===== config.mk =====
export PLATFORM = sky130hd
export DESIGN_NAME = scan_sequencer
export DESIGN_NICKNAME = d
export VERILOG_FILES = /design/src/rtl/scan_pkg.sv /design/src/rtl/step_edge_sync.sv /design/src/rtl/scan_sequencer.sv
export SDC_FILE = /design/constraint.sdc
export NUM_CORES = 1
export LEC_CHECK = 0
export CAP_MARGIN = 20
export CORE_UTILIZATION = 55
export DETAILED_ROUTE_END_ITERATION = 10
export GPL_ROUTABILITY_DRIVEN = 1
export PLACE_DENSITY = 0.91
export SYNTH_ARGS = -nofsm -noshare
export SYNTH_HDL_FRONTEND = slang
export SYNTH_SLANG_ARGS = --single-unit

===== constraint.sdc =====
create_clock -name fpga_clk -period 4.8 [get_ports fpga_clk]
set_input_delay 0.96 -clock fpga_clk [delete_from_list [all_inputs] [get_ports fpga_clk]]
set_output_delay 0.96 -clock fpga_clk [all_outputs]
set_load 0.02 [all_outputs]

===== src/rtl/scan_pkg.sv =====
// Shared types and elaboration helpers for the antenna scan sequencer.
package scan_pkg;

    // Sequencer states; encoding is fixed so captures read the same across builds.
    typedef enum logic [2:0] {
        ST_IDLE   = 3'd0,
        ST_ROTATE = 3'd1,
        ST_SETTLE = 3'd2,
        ST_GUARD  = 3'd3,
        ST_ACQ    = 3'd4,
        ST_NEXT   = 3'd5,
        ST_DONE   = 3'd6
    } scan_state_e;

    // Default build: 4 RF channels, half-degree steps over a full turn.
    localparam int DEF_NUM_CH    = 4;
    localparam int DEF_ROT_W     = 10;
    localparam int DEF_ROT_STEPS = 720;
    localparam int DEF_T_ROT     = 5;
    localparam int DEF_T_SETTLE  = 100;
    localparam int DEF_T_GUARD   = 3;
    localparam int DEF_T_ACQ     = 30;

    // Ceiling log2, never below 1 so a width derived from it is always legal.
    function automatic int clog2_min1(input int value);
        int w;
        w = 0;
        while ((1 << w) < value) begin
            w++;
        end
        return (w < 1) ? 1 : w;
    endfunction

    // Largest of the four timing parameters; sizes the shared tick counter.
    function automatic int max4(input int a, input int b, input int c, input int d);
        int m;
        m = a;
        if (b > m) m = b;
        if (c > m) m = c;
        if (d > m) m = d;
        return m;
    endfunction

endpackage


===== src/rtl/step_edge_sync.sv =====
// Brings the free-running step clock into the fpga_clk domain and turns each
// rising edge into a single-cycle step_tick. step_tick rises on the third
// fpga_clk edge, counting the edge that first samples stp_clk high.
module step_edge_sync (
    input  logic fpga_clk,
    input  logic sys_init_ctrl,
    input  logic stp_clk,
    output logic step_tick
);

    logic meta_q;
    logic sync_q;
    logic prev_q;
    logic tick_q;

    // Two-flop synchroniser, one history flop, registered rising-edge pulse.
    always_ff @(posedge fpga_clk) begin
        if (sys_init_ctrl) begin
            meta_q <= 1'b0;
            sync_q <= 1'b0;
            prev_q <= 1'b0;
            tick_q <= 1'b0;
        end else begin
            meta_q <= stp_clk;
            sync_q <= meta_q;
            prev_q <= sync_q;
            tick_q <= sync_q & ~prev_q;
        end
    end

    assign step_tick = tick_q;

endmodule


===== src/rtl/scan_sequencer.sv =====
// Rotate / switch / acquire sequencer for the antenna scan front end.
// Each position: one motor step window, a settle wait, then a guard plus ADC
// window for every channel in the mask latched at trigger time.
//
//   state  | meaning
//   -------+---------------------------------------------------------------
//   IDLE   | waiting for trg_ctrl; outputs quiet, rot_count holds last scan
//   ROTATE | rot_en high for T_ROT step ticks
//   SETTLE | motor stopped, RF switch open, T_SETTLE ticks
//   GUARD  | RF switch on current channel, ADC off, T_GUARD ticks
//   ACQ    | ADC window on current channel, T_ACQ ticks
//   NEXT   | one cycle: bump rot_count, decide DONE or another position
//   DONE   | one cycle: scan_done pulse, drop wrk_stat
module scan_sequencer
    import scan_pkg::*;
#(
    parameter int NUM_CH    = DEF_NUM_CH,
    parameter int ROT_W     = DEF_ROT_W,
    parameter int ROT_STEPS = DEF_ROT_STEPS,
    parameter int T_ROT     = DEF_T_ROT,
    parameter int T_SETTLE  = DEF_T_SETTLE,
    parameter int T_GUARD   = DEF_T_GUARD,
    parameter int T_ACQ     = DEF_T_ACQ
) (
    input  logic                          fpga_clk,
    input  logic                          sys_init_ctrl,
    input  logic                          stp_clk,
    input  logic                          trg_ctrl,
    input  logic                          abort,
    input  logic [NUM_CH-1:0]             ch_mask,
    input  logic [ROT_W-1:0]              rot_target,
    output logic                          wrk_stat,
    output logic                          rot_en,
    output logic                          adc_en,
    output logic [NUM_CH-1:0]             rf_sw,
    output logic [clog2_min1(NUM_CH)-1:0] ch_idx,
    output logic [ROT_W-1:0]              rot_count,
    output logic                          scan_done
);

    localparam int CH_W   = clog2_min1(NUM_CH);
    localparam int T_MAX  = max4(T_ROT, T_SETTLE, T_GUARD, T_ACQ);
    localparam int TCNT_W = clog2_min1(T_MAX) + 1;

    // Down-counter reload values: a state ends on the tick seen at count 0.
    localparam logic [TCNT_W-1:0] LD_ROT    = TCNT_W'(T_ROT - 1);
    localparam logic [TCNT_W-1:0] LD_SETTLE = TCNT_W'(T_SETTLE - 1);
    localparam logic [TCNT_W-1:0] LD_GUARD  = TCNT_W'(T_GUARD - 1);
    localparam logic [TCNT_W-1:0] LD_ACQ    = TCNT_W'(T_ACQ - 1);
    localparam logic [ROT_W-1:0]  STEPS     = ROT_W'(ROT_STEPS);

    if (T_ROT < 1 || T_SETTLE < 1 || T_GUARD < 1 || T_ACQ < 1) begin : g_bad_timing
        $error("scan_sequencer: every T_* timing parameter must be at least 1");
    end

    if (NUM_CH < 1) begin : g_bad_num_ch
        $error("scan_sequencer: NUM_CH must be at least 1");
    end

    // rot_count must reach the default target without wrapping.
    if (ROT_STEPS < 1 || longint'(ROT_STEPS) >= (longint'(1) << ROT_W)) begin : g_bad_steps
        $error("scan_sequencer: ROT_STEPS must be in 1 .. 2**ROT_W-1");
    end

    scan_state_e         state_q;
    logic [TCNT_W-1:0]   tcnt_q;
    logic [NUM_CH-1:0]   mask_q;
    logic [ROT_W-1:0]    target_q;
    logic                wrk_stat_q;
    logic                rot_en_q;
    logic                adc_en_q;
    logic [NUM_CH-1:0]   rf_sw_q;
    logic [CH_W-1:0]     ch_idx_q;
    logic [ROT_W-1:0]    rot_count_q;
    logic                scan_done_q;

    logic                step_tick;
    logic                tcnt_zero;
    logic [ROT_W-1:0]    eff_target;
    logic [ROT_W-1:0]    count_inc;
    logic                first_vld;
    logic [CH_W-1:0]     first_idx;
    logic                next_vld;
    logic [CH_W-1:0]     next_idx;

    step_edge_sync u_step_sync (
        .fpga_clk      (fpga_clk),
        .sys_init_ctrl (sys_init_ctrl),
        .stp_clk       (stp_clk),
        .step_tick     (step_tick)
    );

    function automatic logic [NUM_CH-1:0] ch_onehot(input logic [CH_W-1:0] idx);
        logic [NUM_CH-1:0] oh;
        oh      = '0;
        oh[idx] = 1'b1;
        return oh;
    endfunction

    assign tcnt_zero  = (tcnt_q == '0);
    assign eff_target = (target_q == '0) ? STEPS : target_q;
    assign count_inc  = rot_count_q + ROT_W'(1);

    // Priority search on the latched mask: lowest enabled channel, and the
    // lowest enabled channel strictly above the one currently selected.
    always_comb begin
        first_vld = 1'b0;
        first_idx = '0;
        next_vld  = 1'b0;
        next_idx  = '0;
        for (int i = NUM_CH - 1; i >= 0; i--) begin
            if (mask_q[i]) begin
                first_vld = 1'b1;
                first_idx = CH_W'(i);
            end
            if (mask_q[i] && (i > int'(ch_idx_q))) begin
                next_vld = 1'b1;
                next_idx = CH_W'(i);
            end
        end
    end

    // Sequencer FSM with tick counter and registered outputs.
    always_ff @(posedge fpga_clk) begin
        if (sys_init_ctrl) begin
            state_q     <= ST_IDLE;
            tcnt_q      <= '0;
            mask_q      <= '0;
            target_q    <= '0;
            wrk_stat_q  <= 1'b0;
            rot_en_q    <= 1'b0;
            adc_en_q    <= 1'b0;
            rf_sw_q     <= '0;
            ch_idx_q    <= '0;
            rot_count_q <= '0;
            scan_done_q <= 1'b0;
        end else begin
            scan_done_q <= 1'b0;
            if (abort && (state_q != ST_IDLE)) begin
                // Abort drops every drive line at once; rot_count keeps progress.
                state_q    <= ST_IDLE;
                tcnt_q     <= '0;
                wrk_stat_q <= 1'b0;
                rot_en_q   <= 1'b0;
                adc_en_q   <= 1'b0;
                rf_sw_q    <= '0;
                ch_idx_q   <= '0;
            end else begin
                case (state_q)
                    ST_IDLE: begin
                        if (trg_ctrl && !abort) begin
                            mask_q      <= ch_mask;
                            target_q    <= rot_target;
                            rot_count_q <= '0;
                            wrk_stat_q  <= 1'b1;
                            rot_en_q    <= 1'b1;
                            tcnt_q      <= LD_ROT;
                            state_q     <= ST_ROTATE;
                        end
                    end
                    ST_ROTATE: begin
                        if (step_tick) begin
                            if (tcnt_zero) begin
                                rot_en_q <= 1'b0;
                                tcnt_q   <= LD_SETTLE;
                                state_q  <= ST_SETTLE;
                            end else begin
                                tcnt_q <= tcnt_q - TCNT_W'(1);
                            end
                        end
                    end
                    ST_SETTLE: begin
                        if (step_tick) begin
                            if (tcnt_zero) begin
                                if (first_vld) begin
                                    rf_sw_q  <= ch_onehot(first_idx);
                                    ch_idx_q <= first_idx;
                                    tcnt_q   <= LD_GUARD;
                                    state_q  <= ST_GUARD;
                                end else begin
                                    // Empty mask: rotate-only scan.
                                    state_q <= ST_NEXT;
                                end
                            end else begin
                                tcnt_q <= tcnt_q - TCNT_W'(1);
                            end
                        end
                    end
                    ST_GUARD: begin
                        if (step_tick) begin
                            if (tcnt_zero) begin
                                adc_en_q <= 1'b1;
                                tcnt_q   <= LD_ACQ;
                                state_q  <= ST_ACQ;
                            end else begin
                                tcnt_q <= tcnt_q - TCNT_W'(1);
                            end
                        end
                    end
                    ST_ACQ: begin
                        if (step_tick) begin
                            if (tcnt_zero) begin
                                // ADC closes on the same edge the switch moves on.
                                adc_en_q <= 1'b0;
                                if (next_vld) begin
                                    rf_sw_q  <= ch_onehot(next_idx);
                                    ch_idx_q <= next_idx;
                                    tcnt_q   <= LD_GUARD;
                                    state_q  <= ST_GUARD;
                                end else begin
                                    rf_sw_q  <= '0;
                                    ch_idx_q <= '0;
                                    state_q  <= ST_NEXT;
                                end
                            end else begin
                                tcnt_q <= tcnt_q - TCNT_W'(1);
                            end
                        end
                    end
                    ST_NEXT: begin
                        rot_count_q <= count_inc;
                        if (count_inc == eff_target) begin
                            scan_done_q <= 1'b1;
                            state_q     <= ST_DONE;
                        end else begin
                            rot_en_q <= 1'b1;
                            tcnt_q   <= LD_ROT;
                            state_q  <= ST_ROTATE;
                        end
                    end
                    ST_DONE: begin
                        wrk_stat_q <= 1'b0;
                        state_q    <= ST_IDLE;
                    end
                    default: begin
                        state_q <= ST_IDLE;
                    end
                endcase
            end
        end
    end

    assign wrk_stat  = wrk_stat_q;
    assign rot_en    = rot_en_q;
    assign adc_en    = adc_en_q;
    assign rf_sw     = rf_sw_q;
    assign ch_idx    = ch_idx_q;
    assign rot_count = rot_count_q;
    assign scan_done = scan_done_q;

endmodule


==> reports/summary.txt <==
Cell area after synthesis -> 2830 µm²
Final hold slack -> 0.387 ns
Iteration-0 DRC Markers -> 354
Tcrit/Tclk final -> 0.617
Critical Path AT -> 3.20 ns
First-pass GRT wire length -> 11400 µm
Yosys cell types -> 59
Hold Crit Depth -> 1
Mapped Cells -> 379
RSZ-0062 raised after global routing -> false
CP Launch Type -> flip-flop
Post-Route Skew -> 0.00778 ns
# resized after CTS -> 0
Share of layout cells above drive strength 1 -> 0.0524
Die area -> 5440 µm²
Post-route ant nets -> 0
Root Driver -> clkbuf_8
Pin count of the biggest net entering global routing -> 30
Status -> finished clean
Max-slew headroom -> 0.487
Remaining DRCs -> 0
Number of max-cap violations -> 0
Post-CTS Setup Inserts -> 0
Ys flop type -> dfxtp_1
Total congestion overflow -> 0
Synth Register Bits -> 49
Core footprint -> 4850 µm²
R2R setup slack -> 1.84 ns
Tightest Hold Check Type -> flip-flop to flip-flop
R2r startpoint -> tcnt_q[0]$_SDFFE_PP0P_
Vias per cell -> 6.18
Ys Warns -> 0
Worst Path Max Fanout -> 12
Clk slew on worst S/H paths -> 0.09 ns
Power Density -> 514 nW/µm²
Starting Density -> 0.585
DR pass1 iterations -> 6
Die Y -> 73.8 µm
Die width -> 73.8 µm
Final wirelength -> 6870 µm
Area post-placement -> 3200 µm²
Area growth from synthesis to layout -> 17.8%
Final Hold Viols -> 0
Fin nets -> 421
EDFF count, synth -> 0
WHS Endpoint -> u_step_sync.step_tick$_SDFF_PP0_
IR drop worst, VDD -> 255 µV
R2R depth -> 9
IO Port Bufs -> 38
Routed via count -> 2894
Cts bufs inserted -> 5
Avg Cell Area, Syn -> 7.48 µm²
Number of hold buffers added after cts -> 0
Final HPWL DP -> 4720 µm
Reg2Reg Capture Point -> ch_idx[1]$_SDFFE_PP0P_
Achievable frequency -> 338 MHz
GP Congestion -> 0.965
GR Util All Layers -> 0.266
Drt wl/cell -> 14.7 µm
Final Critical Period -> 2.96 ns
TritonCTS clock tree -> yes
Antenna diodes -> 0
Synthesized net count -> 400
Seq/Total Area, Yosys -> 0.346
Critical path class -> flip-flop to flip-flop
# clock sinks -> 49
Slew Limit Fails -> 0
Critical Path RT -> 5.04 ns
H-tree depth -> 2
Initial antenna violation count -> 0
CTS Buffer Depth -> 2
FP Rows -> 25
Worst skew pair latency -> 0.30 ns
Post-route cell area -> 3340 µm²
Fill cell total of the finished layout -> 394
Finish-stage setup viols -> 0
Number of top-level pins -> 39
Crit end category -> flip-flop
Setup TNS -> 0 ns
P_leak -> 1.19 nW
Number of global-route vias before repair -> 2491
Worst hold start -> u_step_sync.prev_q$_SDFF_PP0_
FFs w/ async S/R, synth -> 0
Worst Max-Slew Pin Slew -> 0.768 ns
==> stage by stage <==
| stage | setup slack, ns | total power, W | util | cells |
|---|---|---|---|---|
| floorplan | 2.43 | 0.00118 | - | 379 |
| global placement | 1.82 | 0.00131 | 0.661 | 460 |
| detailed placement | 1.69 | 0.00133 | 0.661 | 460 |
| CTS | 1.87 | 0.00169 | 0.689 | 468 |
| global route | 1.64 | 0.00182 | 0.689 | 468 |
| finish | 1.84 | 0.00172 | 0.689 | 468 |
==> cells by family (layout without fill, tap and decap cells) <==
| family | Yosys count | count (layout) | share of synthesized area |
|---|---|---|---|
| simple gates | 158 | 158 | 0.280 |
| compound gates | 118 | 118 | 0.261 |
| flops | 49 | 49 | 0.346 |
| buf+inv | 34 | 56 | 0.0477 |
| xor+xnor | 17 | 17 | 0.0525 |
| fa+ha+maj | 2 | 2 | 0.00883 |
| mux | 1 | 1 | 0.00353 |
==> registers in the layout (all words and copies together), names as in the netlist <==
name	cells
rot_count	10
target_q	10
tcnt_q	8
mask_q	4
rf_sw	4
state_q	3
ch_idx	2
adc_en	1
rot_en	1
scan_done	1
u_step_sync.meta_q	1
u_step_sync.prev_q	1
u_step_sync.step_tick	1
u_step_sync.sync_q	1
wrk_stat	1
==> critical path, cell delays in order (launching register included) <==
cell and delay [ns]:
dfxtp_1 0.37, inv_1 0.07, ha_1 0.19, or4b_1 0.61, nor2_2 0.46, nand2_1 0.25
or3_1 0.52, a2111oi_2 0.25, a21oi_1 0.07, nor2_1 0.09
==> synth_stat cells (3+ instances only) <==
cell	instances	area, µm²
inv_1	9	33.8
or3_1	10	62.6
a31oi_1	5	31.3
xnor2_1	10	87.6
o21ai_0	23	115
xor2_1	7	61.3
nor2b_1	9	56.3
a21o_1	5	37.5
clkbuf_1	17	63.8
or4_1	3	22.5
dfxtp_1	49	981
nand4_1	4	25.0
nand3_1	11	55.1
a22oi_1	3	22.5
buf_2	6	30.0
o31ai_1	4	30.0
nor2_1	26	97.6
nand2_1	60	225
a21oi_1	53	265
nor3_1	15	75.1
==> report_power, final <==
group | total, W | switching (W) | internal [W]
Sequential | 0.000572 | 0.000111 | 0.000461
Clock | 0.000351 | 0.000144 | 0.000207
Combinational | 0.000794 | 0.000494 | 0.000301
Total | 0.00172 | 0.000748 | 0.000969
==> per-layer routing <==
metal / vias up / global-route usage / share of wire
met5: - / 0 / 0
met4: 0 / 0.0940 / 0.033
met3: 31 / 0.0508 / 0.089
met2: 165 / 0.410 / 0.45
met1: 1295 / 0.370 / 0.43
li1: 1403 / - / -
==> cell type report <==
class / instances / area, µm² / area share
clock buffers: 5 / 68.8 / 0.0206
clock inverters: 3 / 65.1 / 0.0195
inverters: 9 / 33.8 / 0.0101
multi-input cells: 296 / 1720 / 0.515
flip-flops and latches: 49 / 981 / 0.294
well taps: 67 / 83.8 / 0.0251
repair buffers: 39 / 388 / 0.116
==> cells in the final DEF (no fill, tap or decap), types with 3 or more instances in the layout <==
cell / synthesis / routed
nand2_1: 60 / 60
a21oi_1: 53 / 53
dfxtp_1: 49 / 49
clkdlybuf4s50_1: 0 / 38
nor2_1: 26 / 26
o21ai_0: 23 / 23
nor3_1: 15 / 15
nand3_1: 11 / 11
or3_1: 10 / 10
xnor2_1: 10 / 10
inv_1: 9 / 9
nor2b_1: 9 / 9
xor2_1: 7 / 7
a21o_1: 5 / 5
a31oi_1: 5 / 5
clkbuf_8: 0 / 5
o31ai_1: 4 / 4
nand4_1: 4 / 4
or4_1: 3 / 3
a22oi_1: 3 / 3
==> how the worst max path moves through the flow <==
| stage | slack (ns) | endpoint | cells past startpoint | from |
|---|---|---|---|---|
| after floorplan | 2.43 | tcnt_q[2]$_SDFFE_PP0P_ | 8 | rot_count[2]$_SDFFE_PP0P_ |
| after global routing | 1.64 | ch_idx[1]$_SDFFE_PP0P_ | 9 | tcnt_q[0]$_SDFFE_PP0P_ |
| after detailed placement | 1.69 | tcnt_q[4]$_SDFFE_PP0P_ | 8 | abort |
| after CTS | 1.87 | ch_idx[1]$_SDFFE_PP0P_ | 9 | tcnt_q[0]$_SDFFE_PP0P_ |
| after global placement | 1.82 | tcnt_q[4]$_SDFFE_PP0P_ | 8 | trg_ctrl |
| final | 1.84 | ch_idx[1]$_SDFFE_PP0P_ | 9 | tcnt_q[0]$_SDFFE_PP0P_ |
Power figures use the tool's default switching activity.
